<file path="src/rtl/as2650_sram_pkg.sv">
// Shared types and constants for the AS2650 SRAM front end.
// Holds the controller state enum, macro geometry and the idle/reset pin values.
package as2650_sram_pkg;

    localparam int unsigned SRAM_DEPTH = 512;
    localparam int unsigned SRAM_AW    = 9;
    localparam int unsigned SRAM_DW    = 8;

    // WEN is active-low per bit: all ones masks every bit.
    localparam logic [SRAM_DW-1:0] WEN_NONE = 8'hFF;
    localparam logic [SRAM_DW-1:0] WEN_ALL  = 8'h00;

    typedef enum logic [1:0] {
        ST_CLEAR      = 2'd0,
        ST_IDLE       = 2'd1,
        ST_RD_ISSUE   = 2'd2,
        ST_RD_CAPTURE = 2'd3
    } state_e;

    // Registered pin bundle presented to the macro.
    typedef struct packed {
        logic               cen;
        logic               gwen;
        logic [SRAM_DW-1:0] wen;
        logic [SRAM_AW-1:0] a;
        logic [SRAM_DW-1:0] d;
    } sram_pins_t;

    localparam sram_pins_t PINS_RESET = '{
        cen:  1'b1,
        gwen: 1'b1,
        wen:  WEN_NONE,
        a:    SRAM_AW'(0),
        d:    SRAM_DW'(0)
    };

endpackage

</file>
<file path="src/rtl/as2650_sram_ctrl.sv">
// Request/response front end for the 512x8 GF180 SRAM macro wrapper.
// Ports:
//   clk, rst_n                      : clock (shared with macro CLK), async active-low reset
//   req_valid/req_ready/req_we/...  : byte read / bit-masked write request handshake
//   rsp_valid/rsp_ready/rsp_rdata   : registered read response with backpressure
//   init_done                       : zero-fill sweep finished
//   sram_cen/gwen/wen/a/d, sram_q   : macro pins, all driven straight from flops
module as2650_sram_ctrl
    import as2650_sram_pkg::*;
#(
    parameter bit          CLEAR_ON_RESET = 1'b1,
    parameter int unsigned DEPTH          = SRAM_DEPTH
) (
    input  logic               clk,
    input  logic               rst_n,
    input  logic               req_valid,
    output logic               req_ready,
    input  logic               req_we,
    input  logic [SRAM_AW-1:0] req_addr,
    input  logic [SRAM_DW-1:0] req_wdata,
    input  logic [SRAM_DW-1:0] req_wmask,
    output logic               rsp_valid,
    input  logic               rsp_ready,
    output logic [SRAM_DW-1:0] rsp_rdata,
    output logic               init_done,
    output logic               sram_cen,
    output logic               sram_gwen,
    output logic [SRAM_DW-1:0] sram_wen,
    output logic [SRAM_AW-1:0] sram_a,
    output logic [SRAM_DW-1:0] sram_d,
    input  logic [SRAM_DW-1:0] sram_q
);

    // One extra count bit gives the sweep a terminal value one past the last
    // address, which is the cycle spent handing over to IDLE.
    localparam int unsigned     CNT_W   = SRAM_AW + 1;
    localparam logic [CNT_W-1:0] CLR_END = CNT_W'(DEPTH);

    state_e             state_q,     state_d;
    logic [CNT_W-1:0]   clr_cnt_q,   clr_cnt_d;
    sram_pins_t         pins_q,      pins_d;
    logic               rsp_valid_q, rsp_valid_d;
    logic [SRAM_DW-1:0] rsp_rdata_q, rsp_rdata_d;
    logic               init_done_q, init_done_d;
    logic               req_ready_c;

    // Accept only in IDLE and only when the response slot is free or draining this edge.
    assign req_ready_c = (state_q == ST_IDLE) && (!rsp_valid_q || rsp_ready);

    // Next-state, pin and response logic.
    always_comb begin
        state_d     = state_q;
        clr_cnt_d   = clr_cnt_q;
        pins_d      = pins_q;
        pins_d.cen  = 1'b1;
        pins_d.gwen = 1'b1;
        pins_d.wen  = WEN_NONE;
        rsp_valid_d = rsp_valid_q && !rsp_ready;
        rsp_rdata_d = rsp_rdata_q;
        init_done_d = init_done_q;

        case (state_q)
            ST_CLEAR: begin
                if (clr_cnt_q == CLR_END) begin
                    state_d     = ST_IDLE;
                    init_done_d = 1'b1;
                    clr_cnt_d   = CNT_W'(0);
                end else begin
                    pins_d.cen  = 1'b0;
                    pins_d.gwen = 1'b0;
                    pins_d.wen  = WEN_ALL;
                    pins_d.a    = clr_cnt_q[SRAM_AW-1:0];
                    pins_d.d    = SRAM_DW'(0);
                    clr_cnt_d   = clr_cnt_q + CNT_W'(1);
                end
            end
            ST_IDLE: begin
                if (req_valid && req_ready_c) begin
                    if (req_we) begin
                        // An all-zero mask is consumed without touching the macro.
                        if (req_wmask != SRAM_DW'(0)) begin
                            pins_d.cen  = 1'b0;
                            pins_d.gwen = 1'b0;
                            pins_d.wen  = ~req_wmask;
                            pins_d.a    = req_addr;
                            pins_d.d    = req_wdata;
                        end
                    end else begin
                        pins_d.cen = 1'b0;
                        pins_d.a   = req_addr;
                        state_d    = ST_RD_ISSUE;
                    end
                end
            end
            ST_RD_ISSUE: begin
                state_d = ST_RD_CAPTURE;
            end
            ST_RD_CAPTURE: begin
                rsp_rdata_d = sram_q;
                rsp_valid_d = 1'b1;
                state_d     = ST_IDLE;
            end
            default: begin
                state_d = ST_IDLE;
            end
        endcase
    end

    // State and output registers.
    always_ff @(posedge clk or negedge rst_n) begin
        if (!rst_n) begin
            state_q     <= CLEAR_ON_RESET ? ST_CLEAR : ST_IDLE;
            clr_cnt_q   <= CNT_W'(0);
            pins_q      <= PINS_RESET;
            rsp_valid_q <= 1'b0;
            rsp_rdata_q <= SRAM_DW'(0);
            init_done_q <= !CLEAR_ON_RESET;
        end else begin
            state_q     <= state_d;
            clr_cnt_q   <= clr_cnt_d;
            pins_q      <= pins_d;
            rsp_valid_q <= rsp_valid_d;
            rsp_rdata_q <= rsp_rdata_d;
            init_done_q <= init_done_d;
        end
    end

    assign req_ready = req_ready_c;
    assign rsp_valid = rsp_valid_q;
    assign rsp_rdata = rsp_rdata_q;
    assign init_done = init_done_q;
    assign sram_cen  = pins_q.cen;
    assign sram_gwen = pins_q.gwen;
    assign sram_wen  = pins_q.wen;
    assign sram_a    = pins_q.a;
    assign sram_d    = pins_q.d;

endmodule
</file>
<file path="config.mk">
export PLATFORM = sky130hd
export DESIGN_NAME = as2650_sram_ctrl
export DESIGN_NICKNAME = d
export VERILOG_FILES = /design/src/rtl/as2650_sram_pkg.sv /design/src/rtl/as2650_sram_ctrl.sv
export SDC_FILE = /design/constraint.sdc
export NUM_CORES = 1
export LEC_CHECK = 0
export ABC_CLOCK_PERIOD_IN_PS = 4700
export CORE_MARGIN = 2
export CORE_UTILIZATION = 49
export CTS_CLUSTER_SIZE = 12
export DETAILED_ROUTE_END_ITERATION = 8
export PLACE_DENSITY = 0.85
export SYNTH_ARGS = -nofsm -noshare
export SYNTH_HDL_FRONTEND = slang
export SYNTH_SLANG_ARGS = --single-unit
</file>
<file path="constraint.sdc">
create_clock -name clk -period 4.7 [get_ports clk]
set_input_delay 0.94 -clock clk [delete_from_list [all_inputs] [get_ports clk]]
set_output_delay 0.94 -clock clk [all_outputs]
set_load 0.01 [all_outputs]
</file>
# Word level (Yosys, flattened, before mapping)
# Cells that the tools add are included.
[op_classes]
n_addsub = 1
n_mul = 0
n_div = 0
magnitude_cmp = 0
n_eq_ne = 11
shift = 0
n_mux = 14
bitwise = 1
n_reduce_logical = 13
[ops]
columns = ["op", "n"]
rows = [
  ["two-way mux 27 bit", 3],
  ["case mux 27 bit (2 select lines)", 1],
  ["two-way mux 9 bit", 2],
  ["adder 10 x 1 -> 10 bit, second input constant", 1],
  ["equality test 10 bit, second input constant", 1],
  ["two-way mux 10 bit", 1],
  ["two-way mux 8 bit", 1],
  ["!= test 2 bit, second input constant", 4],
  ["inverter 8 bit", 1],
  ["case mux 2 bit (4 select lines)", 1],
  ["nonzero test 8 bit", 1],
  ["two-way mux 2 bit", 3],
  ["AND reduction 5 bit", 1],
  ["equality test 2 bit, second input constant", 2],
  ["!= test 2 x 1 -> 1 bit, second input constant", 2],
  ["AND reduction 4 bit", 1],
  ["logical AND 1 bit", 3],
  ["!= test 3 x 2 -> 1 bit, second input constant", 1],
  ["AND reduction 3 bit", 1],
  ["equality test 2 x 1 -> 1 bit, second input constant", 1],
  ["logical NOT 1 bit", 2],
  ["logical NOT 2 bit", 1],
  ["two-way mux 1 bit", 2],
  ["AND reduction 2 bit", 1],
  ["other kinds (2)", 2],
]
[word_totals]
ff_bits = 49
latchBits = 0
ram_bits = 0
mem_bits_ro = 0
in_bits = 38
out_inout_bits = 38
elab_cells = 50
memories = 0

# Logic depth before layout (Yosys ltp)
# Gate-level depths: netlist (run 1).
[depth]
ltp_word = 6
mapped_depth = 8
mapped_depth_nobuf = 7

# Worst setup path after synthesis (run 1)
# No wires, ideal clock.
[synth_path]
path_type = "reg2out"
from = "register state_q[1]"
to = "output port req_ready"
arrival_ns = 1.498
required_time_ns = 3.760
slack_ns = 2.262
stages_incl_launch_ff = 6
n_path_buf = 2
cell_sequence = "dfrtp_1 -> inv_1 -> ha_1 -> clkbuf_1 -> clkbuf_1 -> and2_1"
[synth_between]
elab_chain_len = 2
[synth_rtl]
columns = ["item", "line", "text"]
rows = [
  ["start: declaration", "as2650_sram_ctrl.sv:39", "state_e state_q, state_d;"],
  ["start signal: assignment", "as2650_sram_ctrl.sv:112", "state_q <= CLEAR_ON_RESET ? ST_CLEAR : ST_IDLE;"],
  ["start signal: assignment", "as2650_sram_ctrl.sv:119", "state_q <= state_d;"],
  ["equality test 2 x 1 -> 1 bit", "as2650_sram_ctrl.sv:48", "assign req_ready_c = (state_q == ST_IDLE) && (!rsp_valid_q || rsp_ready);"],
  ["logical AND 1 bit", "as2650_sram_ctrl.sv:48", ""],
  ["end: declaration", "as2650_sram_ctrl.sv:17", "output logic req_ready,"],
]
# Every way passes these cells.

# Worst setup path in the final report (run 1)
[layout_path]
from = "input port rsp_ready"
to = "output port req_ready"
[layout_between]
elab_chain_len = 2
[layout_rtl]
columns = ["item", "line", "text"]
rows = [
  ["start: declaration", "as2650_sram_ctrl.sv:23", "input logic rsp_ready,"],
  ["logical OR 1 bit", "as2650_sram_ctrl.sv:48", ""],
  ["logical AND 1 bit", "as2650_sram_ctrl.sv:48", ""],
]
# Every way passes these cells.

==> run metrics, run 1 <==
maxcap violations 0; FFs w/ async S/R, synth 100%; largest net degree at the start of global routing 50; Setup-failing EPs final 0; Max IR drop VDD 0.000397 V; post-route ant nets 0; Post-Syn Nets 241; most common cell in the synthesized netlist dfrtp_1; dpl hpwl 3420 um; Ports 76; Clk Tree Root Cell clkbuf_8; Worst Skew 0.00479 ns; Mapped Cells 197; DRT Wirelength 4740 um; CP Max Fanout 4; Hold Buf Count CTS 0; CTS Buf Count 5; Seq pwr share 35.1%; WP data arrival 2.19 ns; Startpoint Class primary input; P_leak 1.35 nW; first-pass GRT wire length 8180 um; setup repair after global routing missed its margin no; r2r worst-path depth 7; Top FF cell, synth dfrtp_1; CTS tree built; Avg Cell Area, Syn 11.5 um^2; combinational power share 49.8%; # resized after CTS 0; Pre-antenna DRT Iters 4; Clk Latency, worst-skew pair 0.31 ns; CP startpoint rsp_ready; Critical Path End Type output pin; Initial Utilization 51.3%; Post-synth EDFFs 0; GPL Wtd Cong 0.804; pre-CTS setup slack 1.58 ns; Congestion Overflow GR 0; outcome completed; height of the die 72.0 um; layout cell share with drive strength beyond 1 15.0%; CORE AREA 4410 um^2; vias in the first global route 1,749; Clk network pwr share 15.1%; Worst Slack Setup Final 1.57 ns; Final Util 71.4%; worst r2r src state_q[1]$_DFFE_PN0P_; Pint 1.37 mW; Ys Warns 0; Hold Path Depth 1; CP Class in2out; setup bufs post-CTS 0; PwrDens 658 nW/um^2; vias per cell 5.14; initial antenna violation count 0; worst setup path end req_ready; vias 1,670; fmax 320 MHz; # diodes 0; Synth Register Bits 49; Worst slew margin 28.6%; Nets 316; Layout area overhead 39.3%; Psw 0.708 mW; GRT Overall Usage 20.4%; Final Cycle Share 66.6%; die area 5180 um^2; DRC 0; row cnt 24; Total Power 2.08 mW; Synth top area share 43.1%; worst slew pin tran 1.07 ns; min-delay worst type reg2reg; setup slack, reg-to-reg 2.42 ns; top cells by area, synth dfrtp_1 43%, dfstp_2 12%, mux2_2 4.5%; Die W 72.0 um; Seq/Total Area, Yosys 54.7%; sw frac 34.1%; RR Endpoint sram_a[0]$_DFFE_PN0P_; endpoints failing hold 0; H-tree depth 2; largest area contributor in the netlist dfrtp_1; max-slew violation count 0; Synth top cells by count 39 x dfrtp_1, 22 x nand2_1, 19 x inv_1, 16 x o21ai_0; Unique masters post-synth 35; fin crit period 3.13 ns; First DRT Iteration DRCs 118; Clock Path Buffers 2; worst endpoint required time 3.76 ns; CTS Sinks 49; PortBufs 75; wire per inst 14.6 um; mapped cell area 2260 um^2; setup TNS 0 ns; CTS clk-pin slew, worst paths 0.09 ns
## registers in the layout (all words and copies together) (netlist names)
register	flops
state_q	2
clr_cnt_q	10
sram_gwen	1
sram_a	9
sram_wen	8
sram_d	8
init_done	1
rsp_valid	1
rsp_rdata	8
sram_cen	1
## metal layers
layer | vias up | share of wire [%] | GRT usage, %
met5 | - | 0 | 0
met4 | 0 | 1.4 | 6.92
met3 | 5 | 6.3 | 6.25
met2 | 59 | 46 | 31.8
met1 | 792 | 46 | 27.4
li1 | 814 | - | -
## area by class of cell
cell class,count,area [um^2]
Clock inverter,2,37.5
Sequential cell,49,1240
Fill cell,327,1260
Multi-Input combinational cell,121,905
Tap cell,52,65.1
Clock buffer,6,82.6
Inverter,19,71.3
Timing Repair Buffer,76,753
## power groups by stage
stage / clock network, mW / logic [mW] / registers [mW]
floorplan: 0 / 0.546 / 0.799
global placement: 0 / 1.01 / 0.730
detailed placement: 0 / 1.04 / 0.737
CTS: 0.320 / 1.05 / 0.731
global route: 0.340 / 1.13 / 0.752
finish: 0.313 / 1.03 / 0.729
## stage by stage
stage	cells	hold slack (ns)	cell area (um^2)
after floorplan	197	0.468	2260
after global routing	325	0.496	3150
after detailed placement	317	0.462	3030
after CTS	325	0.483	3150
after global placement	317	0.457	3030
final	325	0.478	3150
## cells in the final DEF, fill, tap and decap left out
cell type / instances
a21o_1: 9
a21oi_2: 1
a21oi_4: 1
a2bb2oi_1: 7
a31oi_1: 2
and2_1: 1
and3_1: 1
and4_1: 1
buf_2: 1
buf_4: 1
bufinv_16: 1
clkbuf_8: 6
clkdlybuf4s50_1: 74
clkinvlp_4: 1
dfrtp_1: 39
dfstp_2: 10
ha_1: 6
inv_1: 19
mux2_2: 9
mux2_4: 2
mux2i_1: 10
mux2i_4: 1
nand2_1: 22
nand2b_1: 2
nand3_1: 2
nand4_1: 3
nand4b_2: 1
nor2_1: 6
nor2_2: 1
nor3_1: 1
nor3b_1: 1
nor4_2: 1
o21ai_0: 16
o22ai_1: 3
or2_2: 2
or4_4: 2
xnor2_1: 4
xor2_1: 3
## worst min path at each step
stage / startpoint / end / slack [ns]
2_1_floorplan: clr_cnt_q[8]$_DFFE_PN0P_ / clr_cnt_q[8]$_DFFE_PN0P_ / 0.47
3_3_place_gp: init_done$_DFFE_PN0P_ / init_done$_DFFE_PN0P_ / 0.46
3_5_place_dp: init_done$_DFFE_PN0P_ / init_done$_DFFE_PN0P_ / 0.46
4_1_cts: init_done$_DFFE_PN0P_ / init_done$_DFFE_PN0P_ / 0.48
5_1_grt: init_done$_DFFE_PN0P_ / init_done$_DFFE_PN0P_ / 0.50
6_report: init_done$_DFFE_PN0P_ / init_done$_DFFE_PN0P_ / 0.48
## worst max-delay path: stages
cell             delay, ns
clkdlybuf4s50_1       0.44
nand2b_1              0.14
and2_1                0.14
clkdlybuf4s50_1       0.53
## kinds of logic (layout without fill, tap and decap cells)
family          Yosys count  in the layout  share of synthesized area (%)
flops                    49             49                           54.7
buf+inv                  27            103                           5.31
xor+xnor                  7              7                           2.71
compound gates           39             39                           11.7
mux                      22             22                           11.2
simple gates             47             47                           11.0
fa+ha+maj                 6              6                           3.32
Note: power is estimated with default switching activity, not from simulation.
==> run 2: changes to the inputs <==
ABC_CLOCK_PERIOD_IN_PS = 2700   (was 4700)
CORE_UTILIZATION = 41   (was 49)
PLACE_DENSITY = 0.76   (was 0.85)
clock period = 2.7 ns   (was 4.7 ns; I/O delays follow)
==> run metrics, run 2 (synthesis results as in run 1) <==
dpl hpwl 3630 um (+6.0%); Congestion Overflow GR 0 (unchanged); GRT Overall Usage 16.6% (-3.8 points); r2r worst-path depth 6 (-1); Clock Path Buffers 2 (unchanged); GPL Wtd Cong 0.844 (+4.9%); die area 6130 um^2 (+18%); Worst Slack Setup Final 0.338 ns (-1.23 ns); Final Cycle Share 87.5%; H-tree depth 2 (unchanged); Setup-failing EPs final 0 (unchanged); Die W 78.3 um (+8.8%); PortBufs 75 (unchanged); CTS Buf Count 5 (unchanged); max-slew violation count 0 (unchanged); worst r2r src state_q[1]$_DFFE_PN0P_; sequential cell area 1240 um^2 (unchanged); worst slew pin tran 0.641 ns (-0.429 ns); Layout area overhead 40.4%; wire per inst 14.0 um (-4.2%); Initial Utilization 41.9% (-9.4 points); Clk Tree Root Cell clkbuf_8; Pre-antenna DRT Iters 4 (unchanged); First DRT Iteration DRCs 91 (-23%); CP Class in2out; Ports 76 (unchanged); Worst Skew 0.0146 ns (+0.00976 ns); setup bufs post-CTS 0 (unchanged); CORE AREA 5410 um^2 (+22%); CTS tree built; Worst slew margin 57.3% (+29 points); PwrDens 1110 nW/um^2 (+69%); setup repair after global routing missed its margin no; setup TNS 0 ns (unchanged); row cnt 27 (+13%); max FFs per register 10 (unchanged); Multi-input gate area 905 um^2 (unchanged); setup slack, reg-to-reg 0.61 ns (-1.81 ns); vias in the first global route 1,716 (-1.9%); Clk Latency, worst-skew pair 0.30 ns (about the same); CTS Sinks 49 (unchanged); RR Endpoint sram_d[4]$_DFFE_PN0P_; vias 1,670 (unchanged); # resized after CTS 0 (unchanged); endpoints failing hold 0 (unchanged); maxcap violations 0 (unchanged); height of the die 78.3 um (+8.8%); leading cell type in the layout, fill and taps excluded clkdlybuf4s50_1; Critical Path End Type output pin; DRC 0 (unchanged); fin crit period 2.36 ns; WP data arrival 1.82 ns (-0.37 ns); initial antenna violation count 0 (unchanged); Nets 319 (+0.95%); fmax 423 MHz; register name with the most flops clr_cnt_q; post-route ant nets 0 (unchanged); Max IR drop VDD 0.000660 V (+66%); # diodes 0 (unchanged); pre-CTS setup slack 0.0995 ns (-1.48 ns); outcome completed; P_leak 1.36 nW (+0.68%); first-pass GRT wire length 7910 um (-3.2%); most frequent cells in the layout 74 x clkdlybuf4s50_1, 39 x dfrtp_1, 22 x nand2_1; Layout fillers 470 (+44%); DRT Wirelength 4860 um (+2.6%); vias per cell 4.80 (-6.6%); Hold Buf Count CTS 0 (unchanged); worst endpoint required time 2.16 ns (-1.60 ns); CP Max Fanout 4 (unchanged); min-delay worst type in2async; largest net degree at the start of global routing 50 (unchanged); layout cell share with drive strength beyond 1 15.9% (+0.92 points); CTS clk-pin slew, worst paths 0.09 ns (about the same); Startpoint Class primary input
==> run 2: changes by cell type in the layout (fill, tap and decap cells not counted), sizes merged <==
cell,before,now
buf,2,5
bufinv,1,0
clkinv,0,2
clkinvlp,1,0
==> run 2: layout make-up <==
type | count | area share [%]
sequential | 49 | 39.0
multi-input combinational | 121 | 28.5
clock inverter | 2 | 0.433
timing repair buffer | 79 | 24.4
clock buffer | 6 | 2.60
tap | 72 | 2.84
inverter | 19 | 2.24
==> run 2: worst max-delay path, cell delays in order <==
cell and delay [ns]:
clkdlybuf4s50_1 0.44, nand2b_1 0.16, and2_1 0.14, clkdlybuf4s50_1 0.54
==> run 2: worst max-delay path by stage <==
stage / from / endpoint / slack [ns]
2_1_floorplan: state_q[1]$_DFFE_PN0P_ / req_ready / 0.66
3_3_place_gp: req_wmask[7] / sram_a[1]$_DFFE_PN0P_ / 0.14
3_5_place_dp: req_wmask[7] / sram_a[0]$_DFFE_PN0P_ / 0.1
4_1_cts: rsp_ready / req_ready / 0.33
5_1_grt: state_q[1]$_DFFE_PN0P_ / req_ready / 0.29
6_report: rsp_ready / req_ready / 0.34
==> run 2: per-stage QoR <==
stage                     utilization, %  hold WS, ns  area (um^2)  cells  total power, mW
after floorplan                        -        0.244         2260    197             2.34
after global placement              57.0        0.454         3080    340             3.07
after detailed placement            57.0        0.454         3080    340             3.12
after CTS                           58.8        0.350         3180    348             3.58
after global routing                58.8        0.372         3180    348             3.78
final                               58.8        0.321         3180    348             3.53
==> run 2: power by group <==
part / internal, mW / switching, mW / leakage, nW
Clock: 0.208 / 0.236 / 0.0512
Combinational: 0.997 / 0.820 / 0.713
Sequential: 1.10 / 0.179 / 0.600
==> run 2: layer usage <==
layer | vias up | global-route usage [%] | part of all wire, %
met5 | - | 0 | 0
met4 | 0 | 7.37 | 1.8
met3 | 8 | 2.99 | 3.8
met2 | 45 | 26.9 | 49
met1 | 795 | 21.9 | 46
li1 | 822 | - | -
